### config.mk
export PLATFORM = sky130hd
export DESIGN_NAME = obi_boot_loader
export DESIGN_NICKNAME = d
export VERILOG_FILES = /design/src/rtl/obi_boot_loader.sv
export SDC_FILE = /design/constraint.sdc
export NUM_CORES = 1
export LEC_CHECK = 0
export CORE_MARGIN = 3
export CORE_UTILIZATION = 52
export DETAILED_ROUTE_END_ITERATION = 6
export PLACE_DENSITY = 0.86
export SLEW_MARGIN = 0
export SYNTH_ARGS = -nofsm -noshare
export SYNTH_HDL_FRONTEND = slang
export SYNTH_SLANG_ARGS = --single-unit
### constraint.sdc
create_clock -name clk_i -period 4.8 [get_ports clk_i]
set_clock_uncertainty 0.05 [all_clocks]
set_input_delay 1.44 -clock clk_i [delete_from_list [all_inputs] [get_ports clk_i]]
set_output_delay 1.44 -clock clk_i [all_outputs]
set_load 0.03 [all_outputs]
### src/rtl/obi_boot_loader.sv
// OBI boot loader: packs a byte stream little-endian into 32-bit words and
// writes them to SRAM one OBI transaction at a time, starting at BASE_ADDR.
module obi_boot_loader #(
    parameter logic [31:0] BASE_ADDR = 32'h8000_0000,
    parameter int unsigned MAX_WORDS = 6144,
    parameter int unsigned LEN_W     = $clog2(MAX_WORDS + 1)
) (
    input  logic             clk_i,
    input  logic             rst_ni,
    input  logic             start_i,
    input  logic [LEN_W-1:0] len_i,
    input  logic             byte_valid_i,
    input  logic [7:0]       byte_data_i,
    output logic             byte_ready_o,
    output logic             req_o,
    input  logic             gnt_i,
    output logic [31:0]      addr_o,
    output logic             we_o,
    output logic [3:0]       be_o,
    output logic [31:0]      wdata_o,
    input  logic             rvalid_i,
    input  logic [31:0]      rdata_i,
    input  logic             illegal_i,
    output logic             busy_o,
    output logic             done_o,
    output logic             err_o,
    output logic [LEN_W-1:0] count_o
);

    typedef enum logic [2:0] {
        S_IDLE    = 3'd0,
        S_COLLECT = 3'd1,
        S_REQ     = 3'd2,
        S_WAIT_RV = 3'd3,
        S_DONE    = 3'd4
    } state_e;

    localparam logic [LEN_W-1:0] MAX_LEN = LEN_W'(MAX_WORDS);

    state_e           state_q;
    logic [LEN_W-1:0] len_q;
    logic [LEN_W-1:0] count_q;
    logic [LEN_W-1:0] count_d;
    logic [1:0]       byte_idx_q;
    logic [31:0]      addr_q;
    logic [31:0]      wdata_q;
    logic             byte_ready_q;
    logic             req_q;
    logic             busy_q;
    logic             done_q;
    logic             err_q;
    logic             rdata_unused_s;

    assign count_d        = count_q + LEN_W'(1);
    assign rdata_unused_s = ^rdata_i;

    // Load sequencer; every output is a register updated alongside the state.
    always_ff @(posedge clk_i) begin
        if (!rst_ni) begin
            state_q      <= S_IDLE;
            len_q        <= '0;
            count_q      <= '0;
            byte_idx_q   <= 2'd0;
            addr_q       <= BASE_ADDR;
            wdata_q      <= 32'h0000_0000;
            byte_ready_q <= 1'b0;
            req_q        <= 1'b0;
            busy_q       <= 1'b0;
            done_q       <= 1'b0;
            err_q        <= 1'b0;
        end else begin
            case (state_q)
                S_IDLE, S_DONE: begin
                    if (start_i) begin
                        done_q     <= 1'b0;
                        err_q      <= 1'b0;
                        count_q    <= '0;
                        addr_q     <= BASE_ADDR;
                        len_q      <= len_i;
                        byte_idx_q <= 2'd0;
                        if (len_i == '0) begin
                            state_q <= S_DONE;
                            done_q  <= 1'b1;
                        end else if (len_i > MAX_LEN) begin
                            state_q <= S_DONE;
                            done_q  <= 1'b1;
                            err_q   <= 1'b1;
                        end else begin
                            state_q      <= S_COLLECT;
                            byte_ready_q <= 1'b1;
                            busy_q       <= 1'b1;
                        end
                    end
                end
                S_COLLECT: begin
                    if (byte_valid_i && byte_ready_q) begin
                        wdata_q[{byte_idx_q, 3'b000} +: 8] <= byte_data_i;
                        byte_idx_q <= byte_idx_q + 2'd1;
                        if (byte_idx_q == 2'd3) begin
                            state_q      <= S_REQ;
                            byte_ready_q <= 1'b0;
                            req_q        <= 1'b1;
                        end
                    end
                end
                S_REQ: begin
                    if (gnt_i) begin
                        req_q   <= 1'b0;
                        state_q <= S_WAIT_RV;
                        if (illegal_i) begin
                            err_q <= 1'b1;
                        end
                    end
                end
                S_WAIT_RV: begin
                    if (rvalid_i) begin
                        count_q <= count_d;
                        // Address only advances when another word follows, so it
                        // never points past the last SRAM word.
                        if (err_q || (count_d == len_q)) begin
                            state_q <= S_DONE;
                            busy_q  <= 1'b0;
                            done_q  <= 1'b1;
                        end else begin
                            addr_q       <= addr_q + 32'd4;
                            state_q      <= S_COLLECT;
                            byte_ready_q <= 1'b1;
                        end
                    end
                end
                default: begin
                    state_q      <= S_IDLE;
                    byte_ready_q <= 1'b0;
                    req_q        <= 1'b0;
                    busy_q       <= 1'b0;
                end
            endcase
        end
    end

    assign byte_ready_o = byte_ready_q;
    assign req_o        = req_q;
    assign we_o         = req_q;
    assign be_o         = 4'hF;
    assign addr_o       = addr_q;
    assign wdata_o      = wdata_q;
    assign busy_o       = busy_q;
    assign done_o       = done_q;
    assign err_o        = err_q;
    assign count_o      = count_q;

endmodule

Word level (Yosys, flattened, before mapping)
Index checks and enable logic that the tools add are counted.
- register bits after elaboration: 100
- bits of input ports: 60
- output and inout port bits: 87
- word-level logic and storage cells: 104
- add/subtract/negate cells: 4
- $lt $le $gt $ge: 1
- eq/ne operators: 16
- shifts and indexed selects: 2
- mux-type cells: 46
- bitwise operators: 3
- reductions and logical operators: 21
- operators with widths (cell ; number):
    32-bit two-way mux ; 3
    32-bit one-hot mux with 2 select lines ; 1
    32-bit by 3-bit adder with 32-bit output (second input constant) ; 1
    32-bit bitwise mux ; 1
    8-bit by 7-bit variable shift with 32-bit output (first input constant) ; 1
    8-bit by 7-bit variable part select with 32-bit output ; 1
    13-bit two-way mux ; 2
    13-bit one-hot mux with 2 select lines ; 1
    3-bit two-way mux ; 8
    1-bit two-way mux ; 21
    2-bit inequality test (second input constant) ; 10
    4-bit AND reduction ; 4
    13-bit by 1-bit adder with 13-bit output (second input constant) ; 1
    13-bit == test ; 1
    13-bit greater-than comparator (second input constant) ; 1
    13-bit logical NOT ; 1
    3-bit one-hot mux with 4 select lines ; 1
    8-bit AND reduction ; 1
    5-bit negation with 7-bit output ; 1
    3-bit by 2-bit == test with 1-bit output (second input constant) ; 2
    1-bit one-hot mux with 3 select lines ; 2
    3-bit AND reduction ; 2
    6-bit AND reduction ; 1
    2-bit nonzero test ; 3
    other kinds (16) ; 22

Depth between registers and ports, before layout
- depth in word-level cells: 6
- depth in mapped cells: 12
- mapped depth without buffers: 9

Worst setup path after synthesis
OpenSTA, ideal clock, no wires.
- kind: register to register
- start: reg count_q[0], in the netlist count_o[0]
- end: reg addr_q[7], in the netlist addr_o[7]
- setup time: 0.101 ns
- arrival time: 2.903 ns
- required time: 4.649 ns
- setup slack: 1.746 ns
- cell stages (with the launch flop): 12
- path buffers: 2
- period minus slack after synthesis: 3.054 ns
- cells stage by stage: dfxtp_1 ha_1 nand3_1 or4_4 xnor2_1 nor4_1 a41oi_4 a21oi_2 buf_6 buf_8 o21ai_2 o41ai_1
- longest elaborated chain between the ends: 5
- RTL lines (what ; RTL line ; RTL):
    from (decl) ; 42 ; logic [LEN_W-1:0] count_q;
    from (signal assigned) ; 117 ; count_q <= count_d;
    13-bit by 1-bit adder with 13-bit output ; 54 ; assign count_d = count_q + LEN_W'(1);
    13-bit == test ; 120 ; if (err_q || (count_d == len_q)) begin
    1-bit logical OR ; 120 ;
    2-bit inequality test (no source line) ; - ;
    4-bit AND reduction (no source line) ; - ;
    to (signal assigned) ; 125 ; addr_q <= addr_q + 32'd4;
    to (decl) ; 45 ; logic [31:0] addr_q;
Every way passes these cells.
A chain may end at the register's enable or synchronous reset.

Worst setup path in the final report
- start: reg count_q[0], in the netlist count_o[0]
- end: reg addr_q[4], in the netlist addr_o[4]
Same word-level chain as after synthesis.

==> impl_metrics.tcl <==
set metrics [dict create \
    status "complete, no violations" \
    synthArstFlopShare_pct 0 \
    vdd_drop_max_v 0.000193 \
    setup_violations 0 \
    fp.dieArea_sq_um 11000 \
    grt.overflow.total 0 \
    die_y_um 105 \
    fillers 779 \
    first_pass_iters 5 \
    crit_buf_inv 1 \
    h-tree-depth 3 \
    finalMaxSlewViolations 0 \
    initial_core_util_pct 54.1 \
    hp-class "reg -> reg" \
    cap_violations 0 \
    grt_max_degree 44 \
    syn_avg_cell_area_sq_um 8.08 \
    rsz0062_at_grt "false" \
    fin_cells 844 \
    cts_tree "built" \
    clockBufferDepth 2 \
    yosysWarnings 0 \
    worstPathMaxFanout 16 \
    dr_wl_met2_um 6330 \
    wl_per_cell_um 15.5 \
    syn_inst 628 \
    area_growth_syn_to_layout_pct 25.3 \
    period_share_pct 81.2 \
    crit_chain "ha_1, nand3_1, or4_4, xnor2_1, nor4_1, a41oi_4, a21oi_2, buf_4, o21bai_1, a21o_1" \
    hold_ws_ns 0.411 \
    yosysTopAreaCellShare_pct 38.7 \
    top_layer_used "met4" \
    portBuffers 108 \
    crit_path_start_kind "flip-flop" \
    critPathCaptureType "flip-flop" \
    post-cts-setup-buffers 0 \
    nNetsFinal 779 \
    hold_depth 1 \
    yosysUniqueCellTypes 63 \
    synth_area_leaders "dfxtp_1 (39%), a21boi_0 (7.3%), nand2_1 (7.3%), nand3_1 (5.6%), o21ai_0 (3.9%)" \
    drt_iter0_drc 279 \
    synth_edf_count 0 \
    cts.repair.resized 0 \
    crit_cells 10 \
    met3_length_um 782 \
    required_ns 5.07 \
    drc_errors 0 \
    tightest_slew_ns 0.967 \
    antenna_left 0 \
    core_sq_um 9370 \
    leakagePower_nw 2.21 \
    rows 35 \
    power.density_nw_per_um2 264 \
    grt_pass1_wl_um 21900 \
    path_class "reg -> reg" \
    synth_flop_cell "dfxtp_1" \
    hold_buffers 0 \
    wl_um 13100 \
    die_w_um 105 \
    yosysTopAreaCell "dfxtp_1" \
    root_buffer "clkbuf_8" \
    arrival_ns 4.17 \
    fmax_mhz 257 \
    clock-sinks 98 \
    slew-limit-headroom_pct 35.4 \
    antenna_cells 0 \
    drive_above_1_share_pct 6.15 \
    clk-insertion-delay-late_ns 0.36 \
    numCtsBuffers 9 \
    fin_crit_ns 3.90 \
    ys_seq_elements 98 \
    boundaryPins 147 \
    final_util_pct 67.8 \
    ys_seq_area_share_pct 38.7 \
    drt-met1-wl_um 5750 \
    worstRegToRegCells 10 \
    vias 4865 \
    slowest_stage "a21oi_2" \
    synth_area_sq_um 5070 \
    path_delay_family "compound AO/OA/AOI/OAI gates" \
    clkTransAtPathRegs_ns 0.10 \
    hold_violations 0 \
    via_per_inst 5.76 \
    finalSetupTns_ns 0 \
    grt_pass1_vias 4535 \
    dp_hpwl_um 9410 \
    gp_congestion 0.890 \
    grt_usage_pct 23.6 \
    critical_path.max_stage_delay_ns 0.65 \
    dpl.cell_count 829 \
    antenna_found_initial 0 \
]
[final cells by class]
| type | count | area (sq um) | area share [%] |
|---|---|---|---|
| multi-input cells | 480 | 2860 | 45.0 |
| clock buffers | 10 | 138 | 2.17 |
| flip-flops and latches | 98 | 1960 | 30.9 |
| well taps | 129 | 161 | 2.54 |
| clock inverters | 5 | 85.1 | 1.34 |
| inverters | 9 | 33.8 | 0.532 |
| repair buffers | 113 | 1110 | 17.5 |
[where the power goes]
part / leakage [nW] / switching, mW / total (mW) / internal (mW)
registers: 0.793 / 0.0239 / 0.858 / 0.834
logic: 1.30 / 0.129 / 0.218 / 0.0887
clock network: 0.109 / 0.294 / 0.603 / 0.309
[cells in the final DEF (no fill, tap or decap), types with 16 or more instances in the layout]
cell               n
dfxtp_1           98
nor2_1            31
o31ai_1           16
nand2_1           98
a21oi_1           17
nand4_1           16
a21boi_0          49
clkdlybuf4s50_1  107
nand3_1           57
o21ai_0           40
[synth_stat cells, types with 3 or more instances]
| master | instances |
|---|---|
| nor3b_1 | 6 |
| and3_1 | 14 |
| nor3_1 | 12 |
| nor4_1 | 3 |
| nor2_1 | 31 |
| nand2b_1 | 5 |
| a31oi_1 | 7 |
| nand4_1 | 16 |
| a21boi_0 | 49 |
| o21a_1 | 3 |
| o21ai_2 | 10 |
| buf_4 | 8 |
| ha_1 | 8 |
| xnor2_1 | 13 |
| o31ai_1 | 16 |
| clkbuf_1 | 24 |
| a21oi_1 | 17 |
| dfxtp_1 | 98 |
| buf_2 | 9 |
| inv_1 | 9 |
| o21ai_0 | 40 |
| xor2_1 | 7 |
| nand3_1 | 57 |
| and2_1 | 10 |
| or3_1 | 3 |
| nand2_1 | 98 |
| nor2b_1 | 12 |
[routing by layer]
layer | GRT usage, % | up-vias
met3 | 5.44 | 25
li1 | - | 2386
met2 | 39.5 | 154
met1 | 30.7 | 2300
met5 | 0 | -
met4 | 6.28 | 0
[cells by family after synthesis]
| logic type | after synthesis | share of synthesized area, % |
|---|---|---|
| AND/OR/NAND/NOR | 277 | 26.8 |
| AO/OA/AOI/OAI | 168 | 23.5 |
| flip-flops | 98 | 38.7 |
| buffers and inverters | 54 | 5.20 |
| XOR/XNOR | 20 | 3.45 |
| adder cells (fa/ha/maj) | 8 | 1.97 |
| other | 2 | 0.148 |
| multiplexers | 1 | 0.197 |
[stage by stage]
stage / setup slack (ns) / area, sq um / total power, mW
after floorplan: 1.75 / 5090 / 1.02
after global placement: 1.06 / 6130 / 1.09
after detailed placement: 0.915 / 6130 / 1.09
after CTS: 0.888 / 6350 / 1.69
after global routing: 0.654 / 6350 / 1.74
final: 0.901 / 6350 / 1.68
[sequential cells by signal, indices dropped and copies added, names as in the netlist]
name and cells:
addr_o 30, busy_o 1, byte_idx_q 2, byte_ready_o 1
count_o 13, done_o 1, err_o 1, len_q 13
req_o 1, state_q 3, wdata_o 32
[final timing paths]
path                                               from                      end  slack (ns)
worst min register to register  addr_o[31]$_SDFFE_PN1P_  addr_o[31]$_SDFFE_PN1P_        0.41
worst max-delay path            count_o[0]$_SDFFE_PN0P_   addr_o[4]$_SDFFE_PN0P_        0.90
worst max register to register  count_o[0]$_SDFFE_PN0P_   addr_o[4]$_SDFFE_PN0P_        0.90
worst min-delay path            addr_o[31]$_SDFFE_PN1P_  addr_o[31]$_SDFFE_PN1P_        0.41
Note: power is estimated with default switching activity, not from simulation.
